**src/rtl/multicycle_core.sv**
```systemverilog
// Multicycle core: one shared memory port, one FSM state per memory access.
// Memory-side outputs are registered; the register file resets to zero.
module multicycle_core #(
    parameter int DATA_W = 16,
    parameter int ADDR_W = 16,
    parameter int NREGS  = 32
) (
    input  logic              clk,
    input  logic              rst_n,
    input  logic [DATA_W-1:0] mem_rdata,
    input  logic              mem_ready,
    output logic              mem_req,
    output logic              mem_we,
    output logic [ADDR_W-1:0] mem_addr,
    output logic [DATA_W-1:0] mem_wdata,
    output logic              halted,
    output logic              illegal
);
    localparam int RIDX_W = (NREGS > 1) ? $clog2(NREGS) : 1;

    localparam logic [5:0] OP_AND   = 6'b000000;
    localparam logic [5:0] OP_OR    = 6'b000001;
    localparam logic [5:0] OP_NOT   = 6'b000010;
    localparam logic [5:0] OP_XOR   = 6'b000011;
    localparam logic [5:0] OP_ADDU  = 6'b000100;
    localparam logic [5:0] OP_SUBU  = 6'b000110;
    localparam logic [5:0] OP_HALT  = 6'b111111;
    localparam logic [5:0] OP_JMP   = 6'b100000;
    localparam logic [5:0] OP_BEQZ  = 6'b100001;
    localparam logic [5:0] OP_LOAD  = 6'b100100;
    localparam logic [5:0] OP_LDI   = 6'b101000;
    localparam logic [5:0] OP_STORE = 6'b101100;

    typedef enum logic [2:0] {
        S_FETCH1, S_FETCH2, S_EXEC, S_MEMRD, S_MEMWR, S_HALT
    } state_t;

    state_t            state_q;
    logic [ADDR_W-1:0] pc_q;
    logic [ADDR_W-1:0] mem_addr_q;
    logic [DATA_W-1:0] mem_wdata_q;
    logic              mem_req_q;
    logic              mem_we_q;
    logic              halted_q;
    logic              illegal_q;
    logic [5:0]        op_q;
    logic [RIDX_W-1:0] rd_q;
    logic [RIDX_W-1:0] rs_q;
    logic [DATA_W-1:0] regs_q [NREGS];

    logic [5:0]        f_op;
    logic [RIDX_W-1:0] f_rd;
    logic [RIDX_W-1:0] f_rs;
    logic [ADDR_W-1:0] pc_inc;
    logic [ADDR_W-1:0] imm_addr;
    logic [ADDR_W-1:0] br_addr;
    logic [DATA_W-1:0] rd_val;
    logic [DATA_W-1:0] rs_val;
    logic [DATA_W-1:0] alu_res;
    logic              done;

    always_comb begin
        f_op     = mem_rdata[15:10];
        f_rd     = mem_rdata[5 +: RIDX_W];
        f_rs     = mem_rdata[0 +: RIDX_W];
        pc_inc   = pc_q + ADDR_W'(1);
        imm_addr = mem_rdata[ADDR_W-1:0];
        rd_val   = regs_q[rd_q];
        rs_val   = regs_q[rs_q];
        br_addr  = (rd_val == '0) ? imm_addr : pc_inc;
        done     = mem_req_q & mem_ready;
        case (op_q)
            OP_AND:  alu_res = rd_val & rs_val;
            OP_OR:   alu_res = rd_val | rs_val;
            OP_NOT:  alu_res = ~rs_val;
            OP_XOR:  alu_res = rd_val ^ rs_val;
            OP_ADDU: alu_res = rd_val + rs_val;
            default: alu_res = rd_val - rs_val;
        endcase
    end

    always_ff @(posedge clk or negedge rst_n) begin
        if (!rst_n) begin
            state_q     <= S_FETCH1;
            pc_q        <= '0;
            mem_addr_q  <= '0;
            mem_wdata_q <= '0;
            mem_req_q   <= 1'b0;
            mem_we_q    <= 1'b0;
            halted_q    <= 1'b0;
            illegal_q   <= 1'b0;
            op_q        <= '0;
            rd_q        <= '0;
            rs_q        <= '0;
            for (int i = 0; i < NREGS; i++) regs_q[i] <= '0;
        end else begin
            illegal_q <= 1'b0;
            case (state_q)
                S_FETCH1: begin
                    // Out of reset the request is not yet on the bus; raise it first.
                    if (!mem_req_q) begin
                        mem_req_q  <= 1'b1;
                        mem_we_q   <= 1'b0;
                        mem_addr_q <= pc_q;
                    end else if (mem_ready) begin
                        op_q <= f_op;
                        rd_q <= f_rd;
                        rs_q <= f_rs;
                        pc_q <= pc_inc;
                        case (f_op)
                            OP_AND, OP_OR, OP_NOT, OP_XOR, OP_ADDU, OP_SUBU: begin
                                state_q   <= S_EXEC;
                                mem_req_q <= 1'b0;
                            end
                            OP_HALT: begin
                                state_q   <= S_HALT;
                                mem_req_q <= 1'b0;
                                halted_q  <= 1'b1;
                            end
                            OP_JMP, OP_BEQZ, OP_LOAD, OP_LDI, OP_STORE: begin
                                state_q    <= S_FETCH2;
                                mem_addr_q <= pc_inc;
                            end
                            default: begin
                                illegal_q  <= 1'b1;
                                mem_addr_q <= pc_inc;
                            end
                        endcase
                    end
                end
                S_FETCH2: begin
                    if (done) begin
                        state_q    <= S_FETCH1;
                        pc_q       <= pc_inc;
                        mem_addr_q <= pc_inc;
                        case (op_q)
                            OP_JMP: begin
                                pc_q       <= imm_addr;
                                mem_addr_q <= imm_addr;
                            end
                            OP_BEQZ: begin
                                pc_q       <= br_addr;
                                mem_addr_q <= br_addr;
                            end
                            OP_LDI: regs_q[rd_q] <= mem_rdata;
                            OP_LOAD: begin
                                state_q    <= S_MEMRD;
                                mem_addr_q <= imm_addr;
                            end
                            OP_STORE: begin
                                state_q     <= S_MEMWR;
                                mem_addr_q  <= imm_addr;
                                mem_we_q    <= 1'b1;
                                mem_wdata_q <= rd_val;
                            end
                            default: ;
                        endcase
                    end
                end
                S_EXEC: begin
                    regs_q[rd_q] <= alu_res;
                    state_q      <= S_FETCH1;
                    mem_req_q    <= 1'b1;
                    mem_we_q     <= 1'b0;
                    mem_addr_q   <= pc_q;
                end
                S_MEMRD: begin
                    if (done) begin
                        regs_q[rd_q] <= mem_rdata;
                        state_q      <= S_FETCH1;
                        mem_addr_q   <= pc_q;
                    end
                end
                S_MEMWR: begin
                    if (done) begin
                        state_q     <= S_FETCH1;
                        mem_we_q    <= 1'b0;
                        mem_wdata_q <= '0;
                        mem_addr_q  <= pc_q;
                    end
                end
                S_HALT: ;
                default: state_q <= S_FETCH1;
            endcase
        end
    end

    assign mem_req   = mem_req_q;
    assign mem_we    = mem_we_q;
    assign mem_addr  = mem_addr_q;
    assign mem_wdata = mem_wdata_q;
    assign halted    = halted_q;
    assign illegal   = illegal_q;
endmodule

```
**config.mk**
```make
export PLATFORM = sky130hd
export DESIGN_NAME = multicycle_core
export DESIGN_NICKNAME = d
export VERILOG_FILES = /design/src/rtl/multicycle_core.sv
export SDC_FILE = /design/constraint.sdc
export NUM_CORES = 1
export LEC_CHECK = 0
export ABC_CLOCK_PERIOD_IN_PS = 8900
export BUFFER_PORTS_ARGS = -buffer_cell sky130_fd_sc_hd__buf_4
export CORE_MARGIN = 3
export CORE_UTILIZATION = 60
export DETAILED_ROUTE_END_ITERATION = 12
export PLACE_DENSITY_LB_ADDON = 0.3
export SLEW_MARGIN = 15
export SYNTH_ARGS = -nofsm -noshare
export SYNTH_HDL_FRONTEND = slang
export SYNTH_SLANG_ARGS = --single-unit
```
**constraint.sdc**
```tcl
create_clock -name clk -period 8.9 [get_ports clk]
set_input_delay 0 -clock clk [delete_from_list [all_inputs] [get_ports clk]]
set_output_delay 0 -clock clk [all_outputs]
set_load 0.05 [all_outputs]
```
==> impl_metrics.py <==
metrics = {
    "status": {
        "status": "finished clean",
    },
    "grt": {
        "overflow": 0,
        "antenna_found_initial": 3,
        "grt_pass1_vias": 28518,
        "grt_pass1_wl_um": 188000,
        "grt_use_total_pct": 42.7,
        "grt_max_degree": 162,
    },
    "sta": {
        "fin_crit_sh_pct": 77.3,
        "hold_viol_final": 0,
        "worst_slack_ns": 2.02,
        "rsz0062_at_grt": "false",
        "finClkSkew_ns": 0.0432,
        "fin_setup_tns_ns": 0,
        "slew_violations": 0,
        "tightestPinTransition_ns": 1.34,
        "hold_ws_ns": 0.209,
        "finalSetupViolCount": 0,
        "fmax_ghz": 0.145,
        "slew_headroom_pct": 10.2,
        "period_minus_slack_ns": 6.88,
    },
    "drt": {
        "vias": 29209,
        "dr.pass1.iters": 10,
        "wl_per_cell_um": 30.9,
        "wl_um": 127000,
        "via_per_inst": 7.13,
        "first_iter_violations": 4339,
        "drc_errors": 0,
        "ant_nets": 0,
    },
    "floorplanning": {
        "io_pins": 55,
        "die_width_um": 244,
        "design.die.area_mm2": 0.0595,
        "die_h_um": 244,
        "start_util_pct": 61.2,
        "coreArea_mm2": 0.0555,
        "rows": 86,
    },
    "cts": {
        "ctsResizeCount": 0,
        "tritoncts": "built",
        "cts.sinks": 583,
        "path_clk_slew_ns": 0.07,
        "clockBufferDepth": 3,
        "cts_setup_buffers": 0,
        "clk_latency_ns": 0.68,
        "htreeDepth": 2,
        "clockRootBuffer": "clkbuf_16",
        "cts-buffers-inserted": 61,
    },
    "yosys": {
        "netlist-cell-type-count": 73,
        "ys_seq_elements": 583,
        "ys_seq_area_share_pct": 42.9,
        "synth_top_area_share_pct": 42.9,
        "synth_common_cells": "nand2_1, dfrtp_1, mux4_2",
        "synth_edf_count": 0,
        "synth_most_common_cell": "nand2_1",
        "syn_inst": 3324,
        "yosysTopAreaCell": "dfrtp_1",
        "syn_avg_cell_area_um2": 10.2,
        "async_flop_share_pct": 100,
        "synth_nets": 3392,
        "synthTopCellsByArea": "dfrtp_1, mux4_2, nand2_1",
        "synth_ff_type": "dfrtp_1",
        "synthesis.area_mm2": 0.0340,
        "yosys_warnings": 0,
    },
    "setup_path": {
        "endpoint_kind": "flop",
        "crit_required_ns": 9.40,
        "critical_path_class": "reg2reg",
        "crit_slowest_cell": "dfrtp_4",
        "start_kind": "flop",
        "slowest_delay_ns": 0.96,
        "crit_chain": "buf_4, mux4_2, mux2i_1, a22o_1, nor2_1, inv_1, ha_1, and3_1, nand2_1, o21ai_0, xnor2_1, ha_1, and4_1, a21oi_1, o31a_1, a2111oi_0, o31a_1, o211ai_1, nand2_1, nor2_1, a22oi_1, a21oi_1",
        "critPathArrivalTime_ns": 7.37,
        "worstPathMaxFanout": 39,
    },
    "placed_design": {
        "io_buffer_count": 54,
        "post-place-ws_ns": 2.05,
        "place.gp.congestion": 1.07,
        "place_hpwl_um": 87300,
        "dpl_cell_area_mm2": 0.0350,
    },
    "finish": {
        "syn_to_final_growth_pct": 9.89,
        "insertedDiodeCount": 0,
        "nets": 3363,
        "drive_gt1_share_pct": 20.5,
        "final_area_mm2": 0.0373,
    },
    "run": {
        "maxCapViolCount": 0,
    },
    "worst_hold_path": {
        "worstHoldPathType": "in2reg",
    },
}
==> area by class of cell <==
cell class	count	area, um2
Fill cell	4247	18200
Inverter	54	203
Sequential cell	583	14600
Tap cell	748	936
Multi-Input combinational cell	2416	18000
Clock inverter	34	422
Timing Repair Buffer	179	1440
Clock buffer	82	1720
==> state kept, by name (all words and copies together), names as in the netlist <==
| name | count |
|---|---|
| mem_addr | 16 |
| rs_q | 5 |
| illegal | 1 |
| op_q | 6 |
| mem_wdata | 16 |
| rd_q | 5 |
| mem_req | 1 |
| pc_q | 16 |
| mem_we | 1 |
| state_q | 3 |
| regs_q | 512 |
| halted | 1 |
==> logic make-up (layout without fill, tap and decap cells) <==
group                      after synthesis  after routing  synth area share, %
DFF                                    583            583                 42.9
and+or+nand+nor                       1291           1291                 15.8
xor gates and xnor gates                33             33                0.851
adders and majority gates               49             49                 1.83
AOI/OAI and AO/OA                      586            586                 10.6
muxes                                  457            457                 23.7
buffers and inverters                  325            349                 4.35
==> cell usage in the layout (no fill, tap or decap), drive strengths merged, types with 25 or more instances in the layout <==
| master | netlist | routed |
|---|---|---|
| a21oi | 130 | 130 |
| a22oi | 52 | 52 |
| a31oi | 45 | 45 |
| buf | 86 | 159 |
| clkbuf | 185 | 82 |
| dfrtp | 583 | 583 |
| ha | 48 | 48 |
| inv | 54 | 57 |
| mux2 | 127 | 127 |
| mux2i | 66 | 66 |
| mux4 | 264 | 264 |
| nand2 | 860 | 860 |
| nand3 | 25 | 25 |
| nor2 | 238 | 238 |
| nor3 | 37 | 37 |
| nor4 | 26 | 26 |
| o21ai | 183 | 183 |
| o22ai | 41 | 41 |
| o31ai | 33 | 33 |
| xnor2 | 26 | 26 |
==> timing repair <==
item,4_1_cts,5_1_grt
hold buffers,20,0
endpoints found under the hold margin,169,0
endpoints found under the setup margin,0,0
==> final timing paths <==
| path | startpoint | end | slack, ns | cells after the start |
|---|---|---|---|---|
| setup reg to reg | rs_q[1] | regs_q[381] | 2.02 | 22 |
| hold reg to reg | halted | halted | 0.49 | 1 |
| hold / removal | mem_rdata[7] | rd_q[2] | 0.21 | 3 |
| max in group asynchronous | rst_n | regs_q[298] | 6.03 | 5 |
| min in group asynchronous | rst_n | regs_q[433] | 0.46 | 3 |
| setup / recovery | rs_q[1] | regs_q[381] | 2.02 | 22 |
==> metal layers <==
metal,up-vias,track usage (%),routed length (um)
met5,-,0,29
met4,4,23.0,8490
met3,573,17.8,19800
met2,2381,60.0,52900
met1,14396,56.6,45500
li1,11855,-,-
==> critical path, delay by kind of cell, from the launching register on <==
kind | cells | cell delay, ns
AOI/OAI and AO/OA | 9 | 2.68
and+or+nand+nor | 6 | 1.05
DFF | 1 | 0.96
muxes | 2 | 0.76
buffers and inverters | 2 | 0.54
adders and majority gates | 2 | 0.54
xor gates and xnor gates | 1 | 0.11
==> through the flow <==
stage,util (%),instances
global route,67.3,4096
CTS,67.2,4095
finish,67.3,4096
global placement,63.0,3959
detailed placement,63.0,3959
floorplan,-,3324
Power is left out: the tool's default activity adds up to more than one toggle a clock period on the data nets, which glitch-free logic cannot reach.
